File: src/rtl/packed_bank_reduce_if.sv
// Bus bundle for packed_bank_reduce: lane writes, scan handshake, result and reduction outputs.
interface packed_bank_reduce_if #(
  parameter int LANES = 4,
  parameter int WIDTH = 8
);
  localparam int LW = $clog2(LANES);
  localparam int SW = WIDTH + LW;

  logic                   wr_en;
  logic [LW-1:0]          wr_lane;
  logic [WIDTH-1:0]       wr_data;
  logic                   start;
  logic                   busy;
  logic                   done;
  logic [SW-1:0]          sum;
  logic                   sat;
  logic [LANES*WIDTH-1:0] bank;
  logic                   red_or;
  logic                   red_and;
  logic                   red_xor;
  logic                   red_xnor;

  modport master (
    output wr_en, wr_lane, wr_data, start,
    input  busy, done, sum, sat, bank, red_or, red_and, red_xor, red_xnor
  );

  modport slave (
    input  wr_en, wr_lane, wr_data, start,
    output busy, done, sum, sat, bank, red_or, red_and, red_xor, red_xnor
  );
endinterface

File: src/rtl/packed_bank_reduce.sv
// Packed lane bank with registered bit reductions and a sequential lane-sum scan.
// Optional saturating summation is selected by macro PACKED_BANK_REDUCE_SAT_EN.
module packed_bank_reduce #(
  parameter int LANES = 4,
  parameter int WIDTH = 8
) (
  input  logic                 clk,
  input  logic                 rst,
  packed_bank_reduce_if.slave  bus
);
  localparam int LW = $clog2(LANES);
  localparam int SW = WIDTH + LW;
  localparam logic [SW-1:0] CLAMP = {{LW{1'b0}}, {WIDTH{1'b1}}};

  typedef enum logic [1:0] {IDLE, SCAN, DONE} state_t;

  state_t                       state_q, state_d;
  logic [LANES-1:0][WIDTH-1:0]  bank_q;
  logic [LW-1:0]                idx_q;
  logic [SW-1:0]                acc_q, sum_q, add_full, acc_next;
  logic                         sat_q, sat_acc_q, ovf, last_lane;
  logic                         red_or_q, red_and_q, red_xor_q;

  assign last_lane = (idx_q == LW'(LANES - 1));

  always_ff @(posedge clk) begin
    if (rst) state_q <= IDLE;
    else     state_q <= state_d;
  end

  always_comb begin
    state_d = state_q;
    case (state_q)
      IDLE:    if (bus.start) state_d = SCAN;
      SCAN:    if (last_lane) state_d = DONE;
      DONE:    state_d = IDLE;
      default: state_d = IDLE;
    endcase
  end

  always_comb begin
    add_full = acc_q + SW'(bank_q[idx_q]);
`ifdef PACKED_BANK_REDUCE_SAT_EN
    ovf      = (add_full > CLAMP);
    acc_next = ovf ? CLAMP : add_full;
`else
    ovf      = 1'b0;
    acc_next = add_full;
`endif
  end

  always_ff @(posedge clk) begin
    if (rst) begin
      bank_q    <= '0;
      idx_q     <= '0;
      acc_q     <= '0;
      sum_q     <= '0;
      sat_q     <= 1'b0;
      sat_acc_q <= 1'b0;
      red_or_q  <= 1'b0;
      red_and_q <= 1'b0;
      red_xor_q <= 1'b0;
    end else begin
      // out-of-range lane indices only exist when LANES is not a power of two
      if (bus.wr_en && ({1'b0, bus.wr_lane} < (LW + 1)'(LANES)))
        bank_q[bus.wr_lane] <= bus.wr_data;
      red_or_q  <= |bank_q;
      red_and_q <= &bank_q;
      red_xor_q <= ^bank_q;
      case (state_q)
        IDLE: if (bus.start) begin
          idx_q     <= '0;
          acc_q     <= '0;
          sat_acc_q <= 1'b0;
        end
        SCAN: begin
          acc_q     <= acc_next;
          idx_q     <= idx_q + 1'b1;
          sat_acc_q <= sat_acc_q | ovf;
          if (last_lane) begin
            sum_q <= acc_next;
            sat_q <= sat_acc_q | ovf;
          end
        end
        default: ;
      endcase
    end
  end

  assign bus.busy     = (state_q != IDLE);
  assign bus.done     = (state_q == DONE);
  assign bus.sum      = sum_q;
  assign bus.sat      = sat_q;
  assign bus.bank     = bank_q;
  assign bus.red_or   = red_or_q;
  assign bus.red_and  = red_and_q;
  assign bus.red_xor  = red_xor_q;
  assign bus.red_xnor = ~red_xor_q;
endmodule

File: src/flat_wrapper.sv
// flat-port wrapper written by rule: the top's interface ports become plain ports
module packed_bank_reduce_flat 
#(
  parameter int LANES = 4,
  parameter int WIDTH = 8
)
  (clk, rst, bus_wr_en, bus_wr_lane, bus_wr_data, bus_start, bus_busy, bus_done, bus_sum, bus_sat, bus_bank, bus_red_or, bus_red_and, bus_red_xor, bus_red_xnor);
  packed_bank_reduce_if #(.LANES(LANES), .WIDTH(WIDTH)) bus_i ();
  input  logic clk;
  input  logic rst;
  input wire logic [$bits(bus_i.wr_en)-1:0] bus_wr_en;
  input wire logic [$bits(bus_i.wr_lane)-1:0] bus_wr_lane;
  input wire logic [$bits(bus_i.wr_data)-1:0] bus_wr_data;
  input wire logic [$bits(bus_i.start)-1:0] bus_start;
  output wire logic [$bits(bus_i.busy)-1:0] bus_busy;
  output wire logic [$bits(bus_i.done)-1:0] bus_done;
  output wire logic [$bits(bus_i.sum)-1:0] bus_sum;
  output wire logic [$bits(bus_i.sat)-1:0] bus_sat;
  output wire logic [$bits(bus_i.bank)-1:0] bus_bank;
  output wire logic [$bits(bus_i.red_or)-1:0] bus_red_or;
  output wire logic [$bits(bus_i.red_and)-1:0] bus_red_and;
  output wire logic [$bits(bus_i.red_xor)-1:0] bus_red_xor;
  output wire logic [$bits(bus_i.red_xnor)-1:0] bus_red_xnor;
  assign bus_i.wr_en = bus_wr_en;
  assign bus_i.wr_lane = bus_wr_lane;
  assign bus_i.wr_data = bus_wr_data;
  assign bus_i.start = bus_start;
  assign bus_busy = bus_i.busy;
  assign bus_done = bus_i.done;
  assign bus_sum = bus_i.sum;
  assign bus_sat = bus_i.sat;
  assign bus_bank = bus_i.bank;
  assign bus_red_or = bus_i.red_or;
  assign bus_red_and = bus_i.red_and;
  assign bus_red_xor = bus_i.red_xor;
  assign bus_red_xnor = bus_i.red_xnor;
  packed_bank_reduce #(.LANES(LANES), .WIDTH(WIDTH)) u_core (.clk(clk), .rst(rst), .bus(bus_i));
endmodule
File: config.mk
export PLATFORM = sky130hd
export DESIGN_NAME = packed_bank_reduce_flat
export DESIGN_NICKNAME = d
export VERILOG_FILES = /design/src/rtl/packed_bank_reduce_if.sv /design/src/rtl/packed_bank_reduce.sv /design/src/flat_wrapper.sv
export SDC_FILE = /design/constraint.sdc
export NUM_CORES = 1
export LEC_CHECK = 0
export BUFFER_PORTS_ARGS = -buffer_cell sky130_fd_sc_hd__clkbuf_2
export CORE_AREA = 2 2 87 89
export DETAILED_ROUTE_END_ITERATION = 10
export DIE_AREA = 0 0 89 91
export HOLD_SLACK_MARGIN = 0.12
export PLACE_DENSITY = 0.71
export SYNTH_ARGS = -nofsm -noshare
export SYNTH_HDL_FRONTEND = slang
export SYNTH_SLANG_ARGS = --single-unit
export TNS_END_PERCENT = 100
File: constraint.sdc
create_clock -name clk -period 2.6 [get_ports clk]
set_clock_uncertainty 0.1 [all_clocks]
set_input_delay 0.52 -clock clk [delete_from_list [all_inputs] [get_ports clk]]
set_output_delay 0.52 -clock clk [all_outputs]
set_load 0.05 [all_outputs]
Yosys cells after proc, flatten, opt, wreduce, memory -nomap -nowiden
Index checks and enable logic that the tools add are counted.
W data, S select, Z words.
{"block": "word_totals", "wordCells": 44, "reg_bits": 59, "out_inout_bits": 49}
{"block": "classes", "n_eq_ne": 5, "reduce_logical": 10, "magnitude_cmp": 3, "n_bitwise": 1, "muxes": 12, "n_addsub": 2}
{"op": "$bwmux W32", "count": 1}
{"op": "$reduce_and A32 Y1", "count": 1}
{"op": "$reduce_or A32 Y1", "count": 1}
{"op": "$reduce_xor A32 Y1", "count": 1}
{"op": "$pmux W10 S2", "count": 1}
{"op": "$bmux W8 S2", "count": 1}
{"op": "$demux W8 S2", "count": 1}
{"op": "$mux W8", "count": 2}
{"op": "$add A10 B8 Y10", "count": 1}
{"op": "$mux W10", "count": 1}
{"op": "$pmux W2 S2", "count": 2}
{"op": "$lt A2 B3 Y1 const B", "count": 2}
{"op": "$mux W2", "count": 3}
{"op": "$reduce_and A2 Y1", "count": 3}
{"op": "$eq A2 B2 Y1 const B", "count": 2}
{"op": "$reduce_bool A2 Y1", "count": 2}
{"op": "$add A2 B1 Y2 const B", "count": 1}
{"op": "$eq A2 B1 Y1 const B", "count": 1}
{"op": "$ge A2 B1 Y1 const B", "count": 1}
{"op": "$logic_not A2 Y1", "count": 1}
{"op": "$ne A2 B1 Y1 const B", "count": 1}
{"op": "$ne A2 B2 Y1 const B", "count": 1}
{"op": "$logic_and A1 B1 Y1", "count": 1}
{"op": "$not A1 Y1", "count": 1}

Depth between registers and ports, before layout
Gate-level depths: netlist of the first run.
{"block": "logic_depth", "word_depth": 5, "depth_mapped": 10, "ltp_nobuf": 9}

Least setup slack after synthesis of the first run
No wires, ideal clock.
{"block": "synth_timing", "path_kind": "reg-to-reg", "from": "register u_core.bank_q, in the netlist u_core.bus.bank[16]", "to": "register u_core.acc_q[8]", "setup_time_ns": 0.075, "t_arrival_ns": 2.540, "required_ns": 2.425, "slack_ns": -0.115, "stages_incl_launch_ff": 10, "synth_period_minus_slack_ns": 2.715, "cell_sequence": "dfxtp_1 > mux4_2 > ha_1 > inv_1 > fa_1 > and2b_1 > o31a_2 > o22ai_2 > or3_2 > a31oi_1"}
{"block": "synth_between", "elab_chain_cells": 4}
{"element": "start: declaration", "line": "packed_bank_reduce.sv:18", "rtl": "logic [LANES-1:0][WIDTH-1:0] bank_q;"}
{"element": "start signal: indexed assignment", "line": "packed_bank_reduce.sv:66", "rtl": "bank_q[bus.wr_lane] <= bus.wr_data;"}
{"element": "$bmux W8 S2", "line": "packed_bank_reduce.sv:42", "rtl": "add_full = acc_q + SW'(bank_q[idx_q]);"}
{"element": "$mux W8 (not written as such)", "line": "packed_bank_reduce.sv:42"}
{"element": "$add A10 B8 Y10", "line": "packed_bank_reduce.sv:42"}
{"element": "$pmux W10 S2", "line": "packed_bank_reduce.sv:70", "rtl": "case (state_q)"}
{"element": "end signal: assignment", "line": "packed_bank_reduce.sv:77", "rtl": "acc_q <= acc_next;"}
{"element": "end: declaration", "line": "packed_bank_reduce.sv:20", "rtl": "logic [SW-1:0] acc_q, sum_q, add_full, acc_next;"}
Every way passes these cells. The select of a mux whose other input is x is not followed.
A chain may end at the register's enable or synchronous reset.

Worst setup path in the final report of the first run
{"block": "layout_timing", "from": "register u_core.idx_q[0]", "to": "register u_core.acc_q[8]"}
{"block": "layout_between", "elab_chain_cells": 4}
{"element": "start: declaration", "line": "packed_bank_reduce.sv:19", "rtl": "logic [LW-1:0] idx_q;"}
{"element": "start signal: assignment", "line": "packed_bank_reduce.sv:78", "rtl": "idx_q <= idx_q + 1'b1;"}
{"element": "$bmux W8 S2", "line": "packed_bank_reduce.sv:42"}
{"element": "$mux W8 (not written as such)", "line": "packed_bank_reduce.sv:42"}
{"element": "$add A10 B8 Y10", "line": "packed_bank_reduce.sv:42"}
{"element": "$pmux W10 S2", "line": "packed_bank_reduce.sv:70"}
Every way passes these cells. The select of a mux whose other input is x is not followed.

==> results.md, run 1 <==
- RSZ-0062 raised after global routing: yes
- H-tree depth: 3
- EDFF count, synth: 0
- Chip height: 91 um
- Ys async rst share: 0%
- CTS buffer count: 9
- Tot Pwr: 0.00228 W
- Max rail drop VDD: 0.457 mV
- Fin crit share: 97.6%
- Initial DRC count: 87
- Psw: 0.000679 W
- Worst Path Arrival: 2.71 ns
- Placement row count: 31
- CTS max path bufs: 2
- Worst Tran Pin Value: 0.659 ns
- Initial Utilization: 48.4%
- Synth warnings: 0
- Synth-to-layout area growth: 27.3%
- Crit path largest cell delay: 0.55 ns
- Total wire length: 8.95 mm
- Final setup fails: 0
- Worst Path Max Fanout: 6
- Final hold violation count: 0
- Die area: 8100 um2
- Syn Nets: 435
- Final instance area: 4390 um2
- Maximum clock rate: 394 MHz
- Post-synthesis instance area: 3450 um2
- Pre-antenna DRT Iters: 4
- Family with the most delay on the worst path: simple AND/OR/NAND/NOR gates
- CTS Sinks: 59
- Sequential cell area fraction in the yosys report: 34.2%
- Synth area leader: dfxtp_1
- I/O Pins: 63
- Maxcap violations: 0
- Setup TNS: 0 ns
- Levels on crit path: 8
- Largest net degree at the start of global routing: 49
- Comb pwr share: 20.6%
- Core area: 7140 um2
- WHS Path Cells: 3
- Post-DR vias/cell: 5.19
- Placed Area: 4110 um2
- Fillcell total: 662
- Post-synth cell types: 48
- Detailed-route DRC error count: 0
- Flop pwr share: 42.0%
- Clock tree from TritonCTS: done
- Layout net count: 531
- Commonest non-fill, non-tap cell in the layout: clkbuf_2
- Placer Congestion: 0.861
- Clock transition at path regs: 0.07 ns
- Setup slack at placement: -0.0101 ns
- Port Buffer Count: 61
- CP Cell Sequence: buf_4 -> mux4_2 -> ha_4 -> and2b_2 -> o31a_4 -> o22ai_4 -> or3_2 -> a31oi_1
- Worst reg2reg path depth: 8
- Number of vias in the routed layout: 2,998
- Top_reg_cell synth: dfxtp_1
- Leakage: 2.09 nW
- DR WL/cell: 15.5 um
- Total GRT Usage: 23.0%
- Global route total overflow: 0
- Die width: 89 um
- HP Class: in -> reg
- Share of layout cells above drive strength 1: 30.9%
- Root Driver: clkbuf_8
- Tmin final: 2.54 ns
- Internal power: 0.00160 W
- Mean post-synth cell area: 9.11 um2
- Final core occ: 61.6%
- Crit path kind: reg -> reg
- Post-route ant nets: 0
- Setup slack, reg-to-reg: 0.06 ns
- Register bit total from synthesis: 59
- Number of global-route vias before repair: 2,930
- Fin worst setup slack: 0.0612 ns
- Diode count: 0
- Top cells by area, synth: dfxtp_1, ha_1, mux2i_1, nor2_1, mux4_2
- Worst-skew pair later-pin latency: 0.35 ns
- CP max-delay cell: mux4_2
- First-pass GRT wire length: 14.2 mm
- Pwr dens: 518 nW/um2
- Post-Synthesis Cells: 379
- Most frequent cells in the layout: clkbuf_2, nor2_1, dfxtp_1
- Buf+Inv Stages, Crit Path: 1
- Status: finished, final reports clean
- Synth top area share: 34.2%
- Switching share of total power: 29.9%
- Clock share of power: 37.3%
- Antenna violations before repair: 0
- Hpwl dp: 6.75 mm
- Slew margin rel.: 55.9%
- CP startpoint kind: register
- Crit. End Element: register
- Final-report max-slew violation count: 0
- Worst Path Required: 2.77 ns
-- cells by family after synthesis --
kind of cell	after synthesis	synth area share (%)
xor+xnor	19	4.82
mux	34	12.8
buf+inv	56	6.67
compound gates	57	11.1
other cells	1	0.109
simple gates	111	14.8
flops	59	34.2
fa+ha+maj	42	15.4
-- per-layer routing --
metal | track usage (%) | routed length, um | vias to the layer above
met5 | 0 | 0 | -
met4 | 7.59 | 130 | 0
met3 | 4.45 | 415 | 12
met2 | 38.2 | 4450 | 84
met1 | 29.7 | 3950 | 1415
li1 | - | - | 1487
-- worst min-delay path, cell delays in order --
cell	delay [ns]
clkbuf_2	0.11
a21oi_1	0.06
nor2_1	0.07
-- through the flow --
| step | instances | hold slack [ns] |
|---|---|---|
| after detailed placement | 562 | 0.344 |
| after CTS | 577 | 0.339 |
| after floorplan | 379 | 0.336 |
| after global routing | 578 | 0.364 |
| final | 578 | 0.348 |
| after global placement | 562 | 0.340 |
-- registers in the layout (all words and copies together) (netlist names) --
name	cells
u_core.bus.red_or	1
u_core.bus.red_xor	1
u_core.idx_q	2
u_core.bus.sum	10
u_core.state_q	2
u_core.bus.bank	32
u_core.acc_q	10
u_core.bus.red_and	1
-- final timing paths --
kind                     start                 end
max            u_core.idx_q[0]     u_core.acc_q[8]
min             bus_wr_data[7]  u_core.bus.bank[7]
max reg2reg    u_core.idx_q[0]     u_core.acc_q[8]
min reg2reg  u_core.bus.sum[7]   u_core.bus.sum[7]
-- timing repair --
action,4_1_cts,5_1_grt
hold buffers,0,0
pin swaps,0,3
setup buffers,0,1
gates resized for setup,2,16
endpoints found under the setup margin,2,10
-- power groups by stage --
stage | logic [W] | registers, W | clock network [W]
floorplan | 0.000238 | 0.00107 | 0
global placement | 0.000456 | 0.000975 | 0
detailed placement | 0.000462 | 0.000976 | 0
CTS | 0.000467 | 0.000956 | 0.000858
global route | 0.000504 | 0.000959 | 0.000893
finish | 0.000469 | 0.000956 | 0.000850
-- synth_stat cells (4+ instances only) --
master,count
inv_1,39
nand2_1,17
nand4_1,8
buf_2,4
nor2_1,59
a22oi_1,5
clkbuf_1,8
nand3_1,8
o31ai_1,4
a21oi_1,23
mux2i_1,26
xnor2_1,17
mux4_2,8
ha_1,41
dfxtp_1,59
-- cell type report --
cell class	instances	area, um2	area share [%]
clock inverters	2	35.0	0.797
clock buffers	13	159	3.62
repair buffers	102	626	14.2
multi-input cells	264	2120	48.2
flip-flops and latches	59	1190	27.0
well taps	99	124	2.82
inverters	39	146	3.33
Power figures use the tool's default switching activity.
==> inputs of run 2 (changes only) <==
--- a/config.mk
+++ b/config.mk
@@ -5,6 +5,7 @@
 export SDC_FILE = /design/constraint.sdc
 export NUM_CORES = 1
 export LEC_CHECK = 0
+export ABC_AREA = 1
 export BUFFER_PORTS_ARGS = -buffer_cell sky130_fd_sc_hd__clkbuf_2
 export CORE_AREA = 2 2 87 89
 export DETAILED_ROUTE_END_ITERATION = 10
@@ -14,4 +15,4 @@
 export SYNTH_ARGS = -nofsm -noshare
 export SYNTH_HDL_FRONTEND = slang
 export SYNTH_SLANG_ARGS = --single-unit
-export TNS_END_PERCENT = 100
+export TNS_END_PERCENT = 1
==> run 2 against run 1 <==
Compared with the run above:
- flip-flop and latch count is the same
- area after synthesis is 1.5% higher
- total power is 14% higher
- first-iteration DRC count is 85% higher
- global-route usage is 0.63 points higher
- worst setup slack better by 0.19 ns
- non-clock buffer count fell by 30
- critical path depth is 7 higher
- critical endpoint is now u_core.bus.sum[5]
- largest cell class unchanged
==> results.md, run 2 <==
- Final-report max-slew violation count: 0 (unchanged)
- EDFF count, synth: 0 (unchanged)
- Hpwl dp: 7.06 mm (+4.6%)
- CTS buffer count: 9 (unchanged)
- Tmin final: 2.35 ns (-0.186 ns)
- Placer Congestion: 0.872 (+1.3%)
- Commonest cells in the netlist: nand2_1, a21oi_1, inv_1, dfxtp_1, o21ai_0
- Post-DR vias/cell: 5.21 (+0.41%)
- Max rail drop VDD: 0.348 mV (-24%)
- CP most frequent cell: nand2_1
- Area of the multi-input gates: 1960 um2 (-7.2%)
- Tot Pwr: 0.00260 W (+14%)
- Root Driver: clkbuf_8
- Global route total overflow: 0 (unchanged)
- Leakage: 2.06 nW (-1.4%)
- Layout net count: 596 (+12%)
- HP Class: in -> reg
- Worst-skew pair later-pin latency: 0.35 ns (about the same)
- Number of global-route vias before repair: 3,139 (+7.1%)
- Chip height: 91 um (unchanged)
- I/O Pins: 63 (unchanged)
- Placement row count: 31 (unchanged)
- Register bit total from synthesis: 59 (unchanged)
- Critical Path Source: u_core.idx_q[1]
- Placed Area: 3890 um2 (-5.2%)
- Synth top area share: 33.7% (-0.50 points)
- Final setup fails: 0 (unchanged)
- Syn Nets: 531 (+22%)
- Final hold violation count: 0 (unchanged)
- Fin crit share: 90.5% (-7.2 points)
- Diode count: 0 (unchanged)
- Reg2reg start: u_core.idx_q[1]
- Core area: 7140 um2 (unchanged)
- Status: finished, final reports clean
- First-pass GRT wire length: 14.9 mm (+4.6%)
- DR WL/cell: 14.3 um (-7.4%)
- Fillcell total: 700 (+5.7%)
- Ys async rst share: 0% (unchanged)
- Sequential cell area fraction in the yosys report: 33.7% (-0.50 points)
- CP startpoint kind: register
- RSZ-0062 raised after global routing: no
- Cells after DPL: 625 (+11%)
- Crit path largest cell delay: 0.37 ns (-0.18 ns)
- Die area: 8100 um2 (unchanged)
- Antenna violations before repair: 0 (unchanged)
- Total wire length: 9.23 mm (+3.2%)
- CTS Sinks: 59 (unchanged)
- Maximum clock rate: 425 MHz (+7.9%)
- Family with the most delay on the worst path: simple AND/OR/NAND/NOR gates
- Worst Path Max Fanout: 8 (+2)
- Setup TNS: 0 ns (unchanged)
- Synth warnings: 0 (unchanged)
- Synth-to-layout area growth: 19.3%
- Clock transition at path regs: 0.07 ns (about the same)
- Pwr dens: 622 nW/um2 (+20%)
- Port Buffer Count: 61 (unchanged)
- Clock tree from TritonCTS: done
- Largest net degree at the start of global routing: 21 (-57%)
- Share of layout cells above drive strength 1: 18.0% (-13 points)
- Pre-antenna DRT Iters: 6 (+2)
- Cell with the most instances after synthesis: nand2_1
- CTS max path bufs: 2 (unchanged)
- CP Cell Sequence: clkinvlp_4 -> buf_12 -> o21ai_0 -> a21oi_1 -> a21oi_1 -> ha_1 -> nand2_1 -> nand2_1 -> o21bai_4 -> nand2_1 -> nand3_1 -> nand2_1 -> nand2_1 -> nand2_1 -> inv_1
- Detailed-route DRC error count: 0 (unchanged)
- Post-synthesis instance area: 3500 um2 (+1.5%)
- Mean post-synth cell area: 7.37 um2 (-19%)
- Synth area leader: dfxtp_1
- Top cells by area, synth: dfxtp_1, ha_1, nand2_1, a21oi_1, inv_1
- Post-synth cell types: 33 (-31%)
- H-tree depth: 3 (unchanged)
- Initial Utilization: 49.1% (+0.72 points)
- Number of flip-flops in the largest register: 32 (unchanged)
- Commonest non-fill, non-tap cell in the layout: nand2_1
- CP max-delay cell: dfxtp_2
- Final instance area: 4180 um2 (-4.9%)
- Post-Synthesis Cells: 475 (+25%)
- Hold Crit Start: bus_start
- Most frequent cells in the layout: nand2_1, a21oi_1, inv_1
- Crit. End Element: register
- Total GRT Usage: 23.7% (+0.63 points)
- Number of vias in the routed layout: 3,354 (+12%)
- Worst Path Required: 2.75 ns (-0.02 ns)
- Maxcap violations: 0 (unchanged)
- Post-Layout Cell Count: 644 (+11%)
- Crit path kind: reg -> reg
- Final core occ: 58.6% (-3.0 points)
- Initial DRC count: 161 (+85%)
- Die width: 89 um (unchanged)
- Worst Path Arrival: 2.50 ns (-0.21 ns)
- Worst Tran Pin Value: 0.633 ns (-0.0261 ns)
- Post-route ant nets: 0 (unchanged)
- Buf+Inv Stages, Crit Path: 3 (+2)
- Top_reg_cell synth: dfxtp_1
- Seq. cell area: 1180 um2 (-0.42%)
- Slew margin rel.: 57.7% (+1.8 points)
run 2: power breakdown:
part | internal, W | total [W] | switching (W)
Combinational | 0.000174 | 0.000582 | 0.000408
Sequential | 0.000946 | 0.000986 | 0.0000398
Clock | 0.000660 | 0.00103 | 0.000373
run 2: layout make-up:
type / instances / area share [%]
inverters: 70 / 6.38
clock inverters: 5 / 2.40
repair buffers: 72 / 9.58
clock buffers: 11 / 3.38
well taps: 99 / 2.96
multi-input cells: 328 / 47.0
flip-flops and latches: 59 / 28.3
run 2: repair_timing:
action / in CTS / in global routing
endpoints found under the setup margin: 0 / 6
gates resized for setup: 0 / 4
hold buffers: 0 / 0
endpoints found under the hold margin: 0 / 0
buffers inserted: 0 / 3
run 2: final timing paths:
path                                     endpoint  slack (ns)  cells after the start
worst max-delay path            u_core.bus.sum[5]        0.25                     15
worst min register to register  u_core.bus.sum[1]        0.37                      2
worst min-delay path            u_core.state_q[0]        0.32                      3
worst max register to register  u_core.bus.sum[5]        0.25                     15
run 2: per-layer routing:
layer  wire length (um)  GRT usage [%]  vias to the layer above
met5                  0              0                        -
met4                295           11.3                        0
met3                520           4.27                       31
met2               4440           39.0                      122
met1               3980           29.3                     1520
li1                   -              -                     1681
run 2: kinds of logic (layout without fill, tap and decap cells):
logic type                 count (synthesis)  in the layout  share of synthesized area, %
AOI/OAI and AO/OA                        127            127                          19.5
adders and majority gates                 42             42                          15.2
buffers and inverters                     88            158                          10.3
xor gates and xnor gates                  15             15                          3.75
and+or+nand+nor                          143            143                          17.4
DFF                                       59             59                          33.7
other                                      1              1                         0.107
run 2: worst register-to-register path, stage by stage, from the launching register on:
cell,delay [ns]
dfxtp_2,0.37
clkinvlp_4,0.18
buf_12,0.18
o21ai_0,0.06
a21oi_1,0.07
a21oi_1,0.17
ha_1,0.31
nand2_1,0.10
nand2_1,0.08
o21bai_4,0.19
nand2_1,0.09
nand3_1,0.11
nand2_1,0.11
nand2_1,0.05
nand2_1,0.06
inv_1,0.03
run 2: per-stage QoR:
stage          hold WS [ns]  worst slack, ns
6_report              0.323            0.247
5_1_grt               0.341           0.0454
4_1_cts               0.314            0.177
3_5_place_dp          0.364            0.193
3_3_place_gp          0.357            0.252
2_1_floorplan         0.344           0.0723
==> inputs of run 3 (changes only) <==
--- a/config.mk
+++ b/config.mk
@@ -7,11 +7,12 @@
 export LEC_CHECK = 0
 export ABC_AREA = 1
 export BUFFER_PORTS_ARGS = -buffer_cell sky130_fd_sc_hd__clkbuf_2
-export CORE_AREA = 2 2 87 89
+export CORE_AREA = 2 2 86 88
 export DETAILED_ROUTE_END_ITERATION = 10
-export DIE_AREA = 0 0 89 91
+export DIE_AREA = 0 0 88 90
+export GPL_TIMING_DRIVEN = 0
 export HOLD_SLACK_MARGIN = 0.12
-export PLACE_DENSITY = 0.71
+export PLACE_DENSITY = 0.73
 export SYNTH_ARGS = -nofsm -noshare
 export SYNTH_HDL_FRONTEND = slang
 export SYNTH_SLANG_ARGS = --single-unit
==> constraint.sdc (replaced) <==
create_clock -name clk -period 2.6 [get_ports clk]
set_clock_uncertainty 0.1 [all_clocks]
set_input_delay 0.13 -clock clk [delete_from_list [all_inputs] [get_ports clk]]
set_output_delay 0.13 -clock clk [all_outputs]
set_load 0.05 [all_outputs]
==> run 3 against run 2 <==
Compared with the run above:
- critical path depth is the same
- design area grew 0.72%
- worst setup slack lost 0.0095 ns
- clock power shrank 31%
- cell count grew 2.5%
- via count grew 3.4%
- utilization grew 1.4 points
- worst hold slack lost 0.12 ns
- critical path type unchanged
- critical endpoint is now u_core.bus.sum[8]
- largest cell class unchanged
- largest power group is now sequential cells
==> results.md, run 3 (synthesis gave the netlist of run 2 again) <==
- Clock tree from TritonCTS: done
- Number of global-route vias before repair: 3,232 (+3.0%)
- CTS max path bufs: 2 (unchanged)
- CP most frequent cell: nand2_1
- I/O Pins: 63 (unchanged)
- Psw: 0.000831 W (+1.2%)
- Crit. End Element: register
- Maxcap violations: 0 (unchanged)
- Post-DR vias/cell: 5.25 (+0.86%)
- Initial Utilization: 49.9% (+0.81 points)
- Cells after DPL: 634 (+1.4%)
- First-pass GRT wire length: 15.0 mm (+1.2%)
- Total GRT Usage: 24.5% (+0.80 points)
- Core area: 7020 um2 (-1.6%)
- Largest net degree at the start of global routing: 11 (-48%)
- Min Hold Slack: 0.203 ns (-0.120 ns)
- Met2 WL: 4.78 mm (+7.8%)
- Crit path largest cell delay: 0.38 ns (about the same)
- Leakage: 2.07 nW (+0.43%)
- Met3 wire length: 623 um (+20%)
- H-tree depth: 3 (unchanged)
- HP Class: in -> reg
- Setup slack, reg-to-reg: 0.24 ns (about the same)
- DRT met1 WL: 3.82 mm (-4.1%)
- Comb pwr share: 25.9% (+3.5 points)
- Chip height: 90 um (-1.1%)
- Die width: 88 um (-1.1%)
- Final-report max-slew violation count: 0 (unchanged)
- Diode count: 0 (unchanged)
- Hpwl dp: 7.36 mm (+4.3%)
- Total wire length: 9.54 mm (+3.3%)
- Slew margin rel.: 65.5% (+7.8 points)
- Commonest non-fill, non-tap cell in the layout: nand2_1
- Critical Path Source: u_core.bus.bank[8]
- Initial DRC count: 120 (-25%)
- Final hold violation count: 0 (unchanged)
- Global route total overflow: 0 (unchanged)
- Post-Layout Cell Count: 660 (+2.5%)
- Setup slack at placement: -0.0768 ns (-0.270 ns)
- Pre-antenna DRT Iters: 7 (+1)
- Clock share of power: 31.0% (-8.7 points)
- Tot Pwr: 0.00229 W (-12%)
- Antenna violations before repair: 0 (unchanged)
- Setup TNS: 0 ns (unchanged)
- Max rail drop VDD: 0.361 mV (+3.5%)
- Worst Path Max Fanout: 3 (-5)
- Number of flip-flops in the largest register: 32 (unchanged)
- CP startpoint kind: register
- Layout net count: 612 (+2.7%)
- Internal power: 0.00146 W (-18%)
- Fin worst setup slack: 0.238 ns (-0.00953 ns)
- Worst-skew pair later-pin latency: 0.35 ns (about the same)
- Worst Tran Pin Value: 0.517 ns (-0.117 ns)
- Status: finished, final reports clean
- Root Driver: clkbuf_8
- Synth-to-layout area growth: 20.2%
- DR WL/cell: 14.4 um (+0.80%)
- CTS Sinks: 59 (unchanged)
- Flop pwr share: 43.1% (+5.2 points)
- Worst Path Required: 2.74 ns (about the same)
- Family with the most delay on the worst path: compound AO/OA/AOI/OAI gates
- Die area: 7920 um2 (-2.2%)
- Hold Crit Start: bus_wr_lane[0]
- Max layer used: met4
- Share of layout cells above drive strength 1: 18.7% (+0.73 points)
- Buf+Inv Stages, Crit Path: 3 (unchanged)
- CTS buffer count: 9 (unchanged)
- CP max-delay cell: fa_2
- Final setup fails: 0 (unchanged)
- Pwr dens: 545 nW/um2 (-12%)
- Port Buffer Count: 60 (-1.6%)
- Placement row count: 31 (unchanged)
- Most frequent cells in the layout: nand2_1, a21oi_1, inv_1
- Fin crit share: 90.8% (+0.37 points)
- Number of vias in the routed layout: 3,467 (+3.4%)
- RSZ-0062 raised after global routing: no
- Worst Path Arrival: 2.51 ns (about the same)
- Switching share of total power: 36.2% (+4.6 points)
- Setup Fix Bufs, Post-CTS: 0 (unchanged)
- Crit path kind: reg -> reg
- Placer Congestion: 0.918 (+5.3%)
- Tmin final: 2.36 ns (+0.00953 ns)
- CP Cell Sequence: inv_1 -> o21ai_0 -> a21oi_1 -> a21oi_1 -> ha_2 -> inv_1 -> fa_2 -> o21ai_4 -> nand2_1 -> nand2_1 -> nand2_1 -> nand2_1 -> nand2_1 -> nand2_1 -> inv_1
- Clock transition at path regs: 0.07 ns (about the same)
- Detailed-route DRC error count: 0 (unchanged)
- Reg2reg start: u_core.bus.bank[8]
- Maximum clock rate: 423 MHz (-0.40%)
- Post-route ant nets: 0 (unchanged)
[run 3: through the flow]
step / util (%) / cell area [um2]
floorplan: - / 3500
global placement: 55.9 / 3930
detailed placement: 55.9 / 3930
CTS: 59.7 / 4190
global route: 60.0 / 4210
finish: 60.0 / 4210
[run 3: final cells by class]
| cell class | instances | area (um2) |
|---|---|---|
| clock buffers | 10 | 128 |
| plain buffers | 18 | 105 |
| clock inverters | 6 | 32.5 |
| multi-input cells | 328 | 1970 |
| flip-flops and latches | 59 | 1180 |
| repair buffers | 70 | 400 |
| fillers | 648 | 2810 |
| well taps | 99 | 124 |
| inverters | 70 | 263 |
[run 3: worst paths after layout]
check	to	cells after the start
setup reg to reg	u_core.bus.sum[8]	15
hold / removal	u_core.bus.bank[18]	5
hold reg to reg	u_core.bus.sum[2]	2
setup / recovery	u_core.bus.sum[8]	15
[run 3: timing repair]
action                                 CTS  global route
resized for setup                        1            12
endpoints found under the hold margin   41             0
pin swaps                                0             1
setup endpoints to repair                5             6
hold buffers                            10             0
[run 3: power by group through the flow]
stage	Clock [W]	Combinational [W]	Sequential [W]
floorplan	0	0.000317	0.00111
detailed placement	0	0.000573	0.00101
finish	0.000712	0.000593	0.000989
global placement	0	0.000562	0.00101
CTS	0.000719	0.000587	0.000988
global route	0.000752	0.000645	0.000994
[run 3: layer usage]
metal	track usage, %	vias up
met5	0	-
met4	11.8	0
met3	4.13	24
met2	41.9	135
met1	29.1	1596
li1	-	1712
[run 3: worst reg2reg max path, cell delays in order, from the launching register on]
cell	delay, ns
dfxtp_1	0.36
inv_1	0.09
o21ai_0	0.17
a21oi_1	0.08
a21oi_1	0.17
ha_2	0.22
inv_1	0.09
fa_2	0.39
o21ai_4	0.18
nand2_1	0.09
nand2_1	0.07
nand2_1	0.06
nand2_1	0.06
nand2_1	0.05
nand2_1	0.05
inv_1	0.03
